**config.mk**
```make
export PLATFORM = sky130hd
export DESIGN_NAME = adder_error_sweeper_flat
export DESIGN_NICKNAME = d
export VERILOG_FILES = /design/src/rtl/adder_error_sweeper_if.sv /design/src/rtl/adder_error_sweeper.sv /design/src/flat_wrapper.sv
export SDC_FILE = /design/constraint.sdc
export NUM_CORES = 1
export LEC_CHECK = 0
export ABC_AREA = 1
export ABC_CLOCK_PERIOD_IN_PS = 6000
export CAP_MARGIN = 20
export CORE_MARGIN = 2
export CORE_UTILIZATION = 54
export DETAILED_ROUTE_END_ITERATION = 10
export PLACE_DENSITY = 0.88
export SLEW_MARGIN = 20
export SYNTH_ARGS = -nofsm -noshare
export SYNTH_HDL_FRONTEND = slang
export SYNTH_SLANG_ARGS = --single-unit
```
**constraint.sdc**
```tcl
create_clock -name clk -period 6 [get_ports clk]
set_input_delay 1.2 -clock clk [delete_from_list [all_inputs] [get_ports clk]]
set_output_delay 1.2 -clock clk [all_outputs]
set_load 0.05 [all_outputs]
```
**src/rtl/adder_error_sweeper_if.sv**
```systemverilog
// Bus between the error sweeper and its controller/approximate adder.
// Carries the stimulus and response of the adder, the start/status handshake and the error metrics.
interface adder_error_sweeper_if #(
  parameter int IN_W  = 4,
  parameter int OUT_W = 3
);
  logic                    start;
  logic [OUT_W-1:0]        approx_in;
  logic [IN_W-1:0]         stim_out;
  logic                    busy;
  logic                    done;
  logic [OUT_W-1:0]        max_err;
  logic [OUT_W+IN_W-1:0]   sum_err;
  logic [IN_W:0]           mism_cnt;
  logic                    fail_vld;
  logic [IN_W-1:0]         fail_vec;
  logic                    pass;

  modport master (
    output start, approx_in,
    input  stim_out, busy, done, max_err, sum_err, mism_cnt, fail_vld, fail_vec, pass
  );

  modport slave (
    input  start, approx_in,
    output stim_out, busy, done, max_err, sum_err, mism_cnt, fail_vld, fail_vec, pass
  );
endinterface

```
**src/rtl/adder_error_sweeper.sv**
```systemverilog
// Exhaustively drives an approximate adder and accumulates its error against the exact sum.
// Reports max/total error, mismatch count and the first vector whose error exceeds ET.
//
// state   | meaning
// --------+--------------------------------------------------------------
// S_IDLE  | after reset, outputs zero, waiting for start
// S_SWEEP | one vector per cycle presented and its response scored
// S_DONE  | final metrics held; start launches a fresh sweep
module adder_error_sweeper #(
  parameter int IN_W  = 4,
  parameter int OUT_W = 3,
  parameter int ET    = 7
) (
  input  logic                  clk,
  input  logic                  rst_n,
  adder_error_sweeper_if.slave  bus
);

  localparam int HALF = IN_W / 2;
  localparam int SUM_W = OUT_W + IN_W;

  localparam logic [1:0] S_IDLE  = 2'd0;
  localparam logic [1:0] S_SWEEP = 2'd1;
  localparam logic [1:0] S_DONE  = 2'd2;

  localparam logic [OUT_W:0] ET_V = ET[OUT_W:0];

  logic [1:0]        state_q, state_d;
  logic [IN_W-1:0]   stim_q, stim_d;
  logic [OUT_W-1:0]  max_err_q, max_err_d;
  logic [SUM_W-1:0]  sum_err_q, sum_err_d;
  logic [IN_W:0]     mism_cnt_q, mism_cnt_d;
  logic              fail_vld_q, fail_vld_d;
  logic [IN_W-1:0]   fail_vec_q, fail_vec_d;

  logic [HALF-1:0]   op_a, op_b;
  logic [OUT_W-1:0]  exact;
  logic [OUT_W-1:0]  err;
  logic              last_vec;

  // Ordered subtraction equals |approx - exact| truncated to OUT_W bits.
  always_comb begin
    op_a     = stim_q[HALF-1:0];
    op_b     = stim_q[IN_W-1:HALF];
    exact    = OUT_W'(op_a) + OUT_W'(op_b);
    err      = (bus.approx_in >= exact) ? (bus.approx_in - exact) : (exact - bus.approx_in);
    last_vec = (stim_q == {IN_W{1'b1}});
  end

  always_comb begin
    state_d    = state_q;
    stim_d     = stim_q;
    max_err_d  = max_err_q;
    sum_err_d  = sum_err_q;
    mism_cnt_d = mism_cnt_q;
    fail_vld_d = fail_vld_q;
    fail_vec_d = fail_vec_q;

    case (state_q)
      S_IDLE, S_DONE: begin
        if (bus.start) begin
          state_d    = S_SWEEP;
          stim_d     = '0;
          max_err_d  = '0;
          sum_err_d  = '0;
          mism_cnt_d = '0;
          fail_vld_d = 1'b0;
          fail_vec_d = '0;
        end
      end
      S_SWEEP: begin
        if (err > max_err_q) max_err_d = err;
        sum_err_d = sum_err_q + SUM_W'(err);
        if (err != '0) mism_cnt_d = mism_cnt_q + (IN_W+1)'(1);
        if (({1'b0, err} > ET_V) && !fail_vld_q) begin
          fail_vld_d = 1'b1;
          fail_vec_d = stim_q;
        end
        if (last_vec) state_d = S_DONE;
        else          stim_d  = stim_q + IN_W'(1);
      end
      default: state_d = S_IDLE;
    endcase
  end

  always_ff @(posedge clk) begin
    if (!rst_n) begin
      state_q    <= S_IDLE;
      stim_q     <= '0;
      max_err_q  <= '0;
      sum_err_q  <= '0;
      mism_cnt_q <= '0;
      fail_vld_q <= 1'b0;
      fail_vec_q <= '0;
    end else begin
      state_q    <= state_d;
      stim_q     <= stim_d;
      max_err_q  <= max_err_d;
      sum_err_q  <= sum_err_d;
      mism_cnt_q <= mism_cnt_d;
      fail_vld_q <= fail_vld_d;
      fail_vec_q <= fail_vec_d;
    end
  end

  assign bus.stim_out = stim_q;
  assign bus.busy     = (state_q == S_SWEEP);
  assign bus.done     = (state_q == S_DONE);
  assign bus.max_err  = max_err_q;
  assign bus.sum_err  = sum_err_q;
  assign bus.mism_cnt = mism_cnt_q;
  assign bus.fail_vld = fail_vld_q;
  assign bus.fail_vec = fail_vec_q;
  assign bus.pass     = (state_q == S_DONE) & ~fail_vld_q;

endmodule

```
**src/flat_wrapper.sv**
```systemverilog
// flat-port wrapper written by rule: the top's interface ports become plain ports
module adder_error_sweeper_flat 
#(
  parameter int IN_W  = 4,
  parameter int OUT_W = 3,
  parameter int ET    = 7
)
  (clk, rst_n, bus_start, bus_approx_in, bus_stim_out, bus_busy, bus_done, bus_max_err, bus_sum_err, bus_mism_cnt, bus_fail_vld, bus_fail_vec, bus_pass);
  adder_error_sweeper_if #(.IN_W(IN_W), .OUT_W(OUT_W)) bus_i ();
  input  logic clk;
  input  logic rst_n;
  input wire logic [$bits(bus_i.start)-1:0] bus_start;
  input wire logic [$bits(bus_i.approx_in)-1:0] bus_approx_in;
  output wire logic [$bits(bus_i.stim_out)-1:0] bus_stim_out;
  output wire logic [$bits(bus_i.busy)-1:0] bus_busy;
  output wire logic [$bits(bus_i.done)-1:0] bus_done;
  output wire logic [$bits(bus_i.max_err)-1:0] bus_max_err;
  output wire logic [$bits(bus_i.sum_err)-1:0] bus_sum_err;
  output wire logic [$bits(bus_i.mism_cnt)-1:0] bus_mism_cnt;
  output wire logic [$bits(bus_i.fail_vld)-1:0] bus_fail_vld;
  output wire logic [$bits(bus_i.fail_vec)-1:0] bus_fail_vec;
  output wire logic [$bits(bus_i.pass)-1:0] bus_pass;
  assign bus_i.start = bus_start;
  assign bus_i.approx_in = bus_approx_in;
  assign bus_stim_out = bus_i.stim_out;
  assign bus_busy = bus_i.busy;
  assign bus_done = bus_i.done;
  assign bus_max_err = bus_i.max_err;
  assign bus_sum_err = bus_i.sum_err;
  assign bus_mism_cnt = bus_i.mism_cnt;
  assign bus_fail_vld = bus_i.fail_vld;
  assign bus_fail_vec = bus_i.fail_vec;
  assign bus_pass = bus_i.pass;
  adder_error_sweeper #(.IN_W(IN_W), .OUT_W(OUT_W), .ET(ET)) u_core (.clk(clk), .rst_n(rst_n), .bus(bus_i));
endmodule
```
# Yosys cells after proc, flatten, opt, wreduce, memory -nomap -nowiden
# Index checks and enable logic that the tools add are counted.
# word_totals
regBits	21
input_bits	6
wordCells	45
output_inout_bits	27
# op_classes
n_reduce_logical	9
muxes	15
addsub	6
eq_ne	8
n_lt_le_gt_ge	2
# ops
op	count
$pmux W7 S2	1
$mux W5	2
$pmux W5 S2	1
$mux W3	3
$reduce_and A3 Y1	3
$mux W4	2
$pmux W4 S2	1
$add A7 B3 Y7	1
$mux W7	1
$ne A2 B1 Y1 const B	3
$pmux W3 S2	1
$sub A3 B3 Y3	2
$add A5 B1 Y5 const B	1
$add A4 B1 Y4 const B	1
$eq A4 B4 Y1 const B	1
$mux W2	2
$ne A2 B2 Y1 const B	2
$pmux W2 S2	1
$reduce_and A2 Y1	2
$add A2 B2 Y3	1
$ge A3 B3 Y1	1
$gt A3 B3 Y1	1
$reduce_bool A3 Y1	1
$eq A2 B1 Y1 const B	1
4 further kinds	4

# Longest topological paths before layout
# logic_depth
word_depth	6
ltp_mapped	19
mapped_depth_nobuf	19

# Worst setup path before layout
# Ideal clock, no wire load.
# synth_path
path_type	register -> register
start	register u_core.stim_q[2], in the netlist u_core.bus.stim_out[2]
end	register u_core.max_err_q[1], in the netlist u_core.bus.max_err[1]
t_arrival_ns	3.083
setup_slack_ns	2.797
setup_ns	0.120
path_buffers	0
required_ns	5.880
synth_period_minus_slack_ns	3.203
path_stages_with_launch	18
cell_sequence	dfxtp_1 > ha_1 > fa_1 > inv_1 > fa_1 > inv_1 > nand2_1 > nand2_1 > nand3_1 > nand2_2 > inv_1 > ha_1 > a21oi_1 > o21ai_0 > nand3_1 > nand2_1 > o21ai_0 > a21oi_1
# synth_between
elab_chain_cells	6
elab_cells_between_ends	10
classes_between	add/sub: 3; order compare: 2; eq/ne: 1; mux: 3; reduce/logical: 1
# synth_rtl
element	line_no	source
from (decl)	adder_error_sweeper.sv:29	logic [IN_W-1:0] stim_q, stim_d;
from (signal assigned)	adder_error_sweeper.sv:97	stim_q <= stim_d;
$add A2 B2 Y3 *	adder_error_sweeper.sv:45	exact = OUT_W'(op_a) + OUT_W'(op_b);
$sub A3 B3 Y3 / $ge A3 B3 Y1 (equally long branches)	adder_error_sweeper.sv:46	err = (bus.approx_in >= exact) ? (bus.approx_in - exact) : (exact - bus.approx_in);
$mux W3 *	adder_error_sweeper.sv:46	
$gt A3 B3 Y1	adder_error_sweeper.sv:72	if (err > max_err_q) max_err_d = err;
$ne A2 B1 Y1 (no source line)	-	
$reduce_and A3 Y1 (no source line)	-	
to (signal assigned)	adder_error_sweeper.sv:98	max_err_q <= max_err_d;
to (decl)	adder_error_sweeper.sv:30	logic [OUT_W-1:0] max_err_q, max_err_d;
# Every way passes the cells marked *; elsewhere a longest branch is shown, timed or not. The select of a mux whose other input is x is not followed.
# A chain may end at the register's enable or synchronous reset.

# Worst setup path in the final report
# layout_path
start	input bus_approx_in[0]
end	register u_core.max_err_q[1], in the netlist u_core.bus.max_err[1]
# layout_between
elab_chain_cells	5
elab_cells_between_ends	9
classes_between	add/sub: 2; order compare: 2; eq/ne: 1; mux: 3; reduce/logical: 1
# layout_rtl
element	line_no	source
from (decl)	flat_wrapper.sv:13	input wire logic [$bits(bus_i.approx_in)-1:0] bus_approx_in;
$sub A3 B3 Y3 / $ge A3 B3 Y1 (equally long branches)	adder_error_sweeper.sv:46	
$mux W3 *	adder_error_sweeper.sv:46	
$gt A3 B3 Y1	adder_error_sweeper.sv:72	
$ne A2 B1 Y1 (no source line)	-	
$reduce_and A3 Y1 (no source line)	-	
# Marked as above.

==> results.yml <==
power_and_ir_drop:
  cellPowerDensity_nw_per_um2: 204.6
  leakagePower_nw: 0.7323
  vdd_drop_max_uv: 207.6
  clock_power_share_pct: 20.0
  power_w: 0.0003538
  internal_power_w: 0.0002143
  comb_power_share_pct: 36.7
  p_sw_w: 0.0001395
  p_seq_share_pct: 43.3
  switching_share_pct: 39.44
drt:
  drt_iter0_markers: 32
  drc: 0
  routed_wl_mm: 2.838
  vias: 1242
  wire_per_inst_um: 11.68
  ant_nets: 0
  avgViaCountPerCell: 5.111
  dr.pass1.iters: 4
final_layout:
  fill_cells: 206
  syn_to_final_growth_pct: 19.55
  antennaDiodeCount: 0
  register_area_um2: 420.4
  multi_input_area_um2: 880.8
  drive_gt1_share_pct: 7.981
  final_nets: 240
  final_cell_area_um2: 1729
timing:
  post-route-period-util_pct: 59.01
  skew_ns: 0.005257
  max_freq_mhz: 282.4
  finalSetupTns_ns: 0
  setup_viol: 0
  worst_pin_slew_ns: 0.5226
  hold_viol_final: 0
  finalWorstSetupSlack_ns: 2.459
  grt_setup_unrepaired: "false"
  fin_crit_ns: 3.541
  hold_ws_ns: 0.4922
  slew_headroom_pct: 65.12
  final-max-slew-violation-count: 0
global_route:
  grt_max_degree: 17
  grt_pass1_wl_mm: 4.857
  antenna_found_initial: 0
  grt_overflow: 0
  gr-usage-all-layers_pct: 19.13
  first_global_vias: 1139
clock_network:
  cts_num_sinks: 21
  htreeDepth: 1
  clockBufferDepth: 2
  cts_tree: "done"
  post_cts.repair.setup_buffers: 0
  clk_latency_ns: 0.31
  cts_made_buffers: 3
  root_buffer: "clkbuf_4"
  cts_resized: 0
  path_clk_slew_ns: 0.12
  hold_buffers: 0
synth:
  synth.distinct_cells: 26
  synth_edf_count: 0
  seq_area_frac_synth_pct: 29.07
  async_reset_ff_share_pct: 0
  synth_area_um2: 1446
  syn_avg_cell_area_um2: 7.694
  syn_inst: 188
  synthTopCellsByCount: "nand2_1 (32), a21oi_1 (21), dfxtp_1 (21), inv_1 (21), nand3_1 (21)"
  synth_most_common_cell: "nand2_1"
  yosys_warnings: 0
  ys_ff_latch: 21
  synthTopCellsByArea: "dfxtp_1 (29%), ha_1 (14%), nand2_1 (8.3%)"
  synth_top_area_share_pct: 29.07
  synth_largest_area_cell: "dfxtp_1"
  synth_flop_cell: "dfxtp_1"
floorplan:
  rows: 18
  dieHeight_um: 55.76
  io_pins: 33
  initial_core_util_pct: 57.86
  core_um2: 2500
  die_area_um2: 3109
  die_w_um: 55.76
setup_path:
  endpoint_kind: "flip-flop"
  critPathCapture: "u_core.bus.max_err[1]"
  r2r-end: "u_core.bus.max_err[1]"
  cp-start-kind: "input port"
  arrival_ns: 3.75
  path_class: "input port to flip-flop"
  worstPathRequired_ns: 6.21
  regToRegSetupSlack_ns: 2.72
  cp_max_fo: 4
  critPathLaunch: "bus_approx_in[0]"
  reg2reg_from: "u_core.bus.stim_out[2]"
  r2r_cells: 17
placement:
  routabilityCongestion: 0.8076
  placed_area_um2: 1699
  dp_hpwl_mm: 2.160
  port_buffers: 27
  preCtsSetupSlack_ns: 2.106
worst_hold_path:
  min_path_type: "flip-flop to flip-flop"
job:
  drv_cap: 0
run_status:
  status: "finished clean"
power groups by stage:
stage	Clock, W	Sequential (W)	Combinational, W
floorplan	0	0.000175	0.0000803
global placement	0	0.000156	0.000124
detailed placement	0	0.000156	0.000128
CTS	0.0000719	0.000153	0.000129
global route	0.0000792	0.000155	0.000143
finish	0.0000709	0.000153	0.000130
routing by layer:
metal,wire (um),GRT usage (%)
met1,1312,23.95
met2,1374,32.99
met3,123,4.186
met4,28,5.226
met5,0,0
kinds of logic (layout without fill, tap and decap cells):
family                     count (synthesis)  in the layout  synth area share (%)
AOI/OAI and AO/OA                         30             30                 11.42
xor gates and xnor gates                   4              4                 2.422
adders and majority gates                 20             20                 19.38
buffers and inverters                     34             55                 11.07
DFF                                       21             21                 29.07
other                                      1              5                0.2593
and+or+nand+nor                           78             78                 26.38
worst max-delay path, stage by stage:
cell	delay, ns
clkdlybuf4s50_1	0.48
inv_1	0.06
ha_1	0.22
fa_1	0.38
xor2_1	0.14
nand2_1	0.08
nand2_2	0.08
inv_1	0.09
ha_1	0.32
a21oi_1	0.16
o21ai_0	0.11
nand3_1	0.11
nand2_1	0.11
o21ai_0	0.17
a21oi_1	0.06
placed cells by master, fill, tap and decap left out, drive strengths merged:
master / n
clkdlybuf4s50: 27
conb: 5
nor3: 4
fa: 4
o21ai: 4
inv: 23
xor2: 4
nand2: 37
clkinvlp: 1
and3: 1
clkbuf: 3
ha: 16
nor2: 13
nand3: 22
clkinv: 1
dfxtp: 21
a211oi: 3
a21oi: 23
nor3b: 1
flip-flops by register name (all words and copies together), names as in the netlist:
register and count:
u_core.bus.max_err 3, u_core.bus.mism_cnt 5, u_core.bus.stim_out 4, u_core.bus.sum_err 7, u_core.state_q 2
how the worst min path moves through the flow:
stage,from,cells after the start,to,slack (ns)
global placement,u_core.bus.sum_err[6],2,u_core.bus.sum_err[6],0.47
CTS,u_core.bus.sum_err[6],2,u_core.bus.sum_err[6],0.50
floorplan,u_core.state_q[0],3,u_core.state_q[1],0.57
detailed placement,u_core.bus.sum_err[6],2,u_core.bus.sum_err[6],0.48
global route,u_core.bus.sum_err[6],2,u_core.bus.sum_err[6],0.54
finish,u_core.bus.sum_err[6],2,u_core.bus.sum_err[6],0.49
through the flow:
step	util [%]	instances
floorplan	-	192
global placement	67.97	239
detailed placement	67.97	239
CTS	69.17	243
global route	69.17	243
finish	69.17	243
cell type report:
class | instances | share of cell area [%]
multi-input cells | 137 | 50.94
flip-flops and latches | 21 | 24.31
repair buffers | 27 | 15.63
inverters | 24 | 5.210
well taps | 30 | 2.171
clock buffers | 3 | 1.302
clock inverters | 1 | 0.4342
Power figures use the tool's default switching activity.
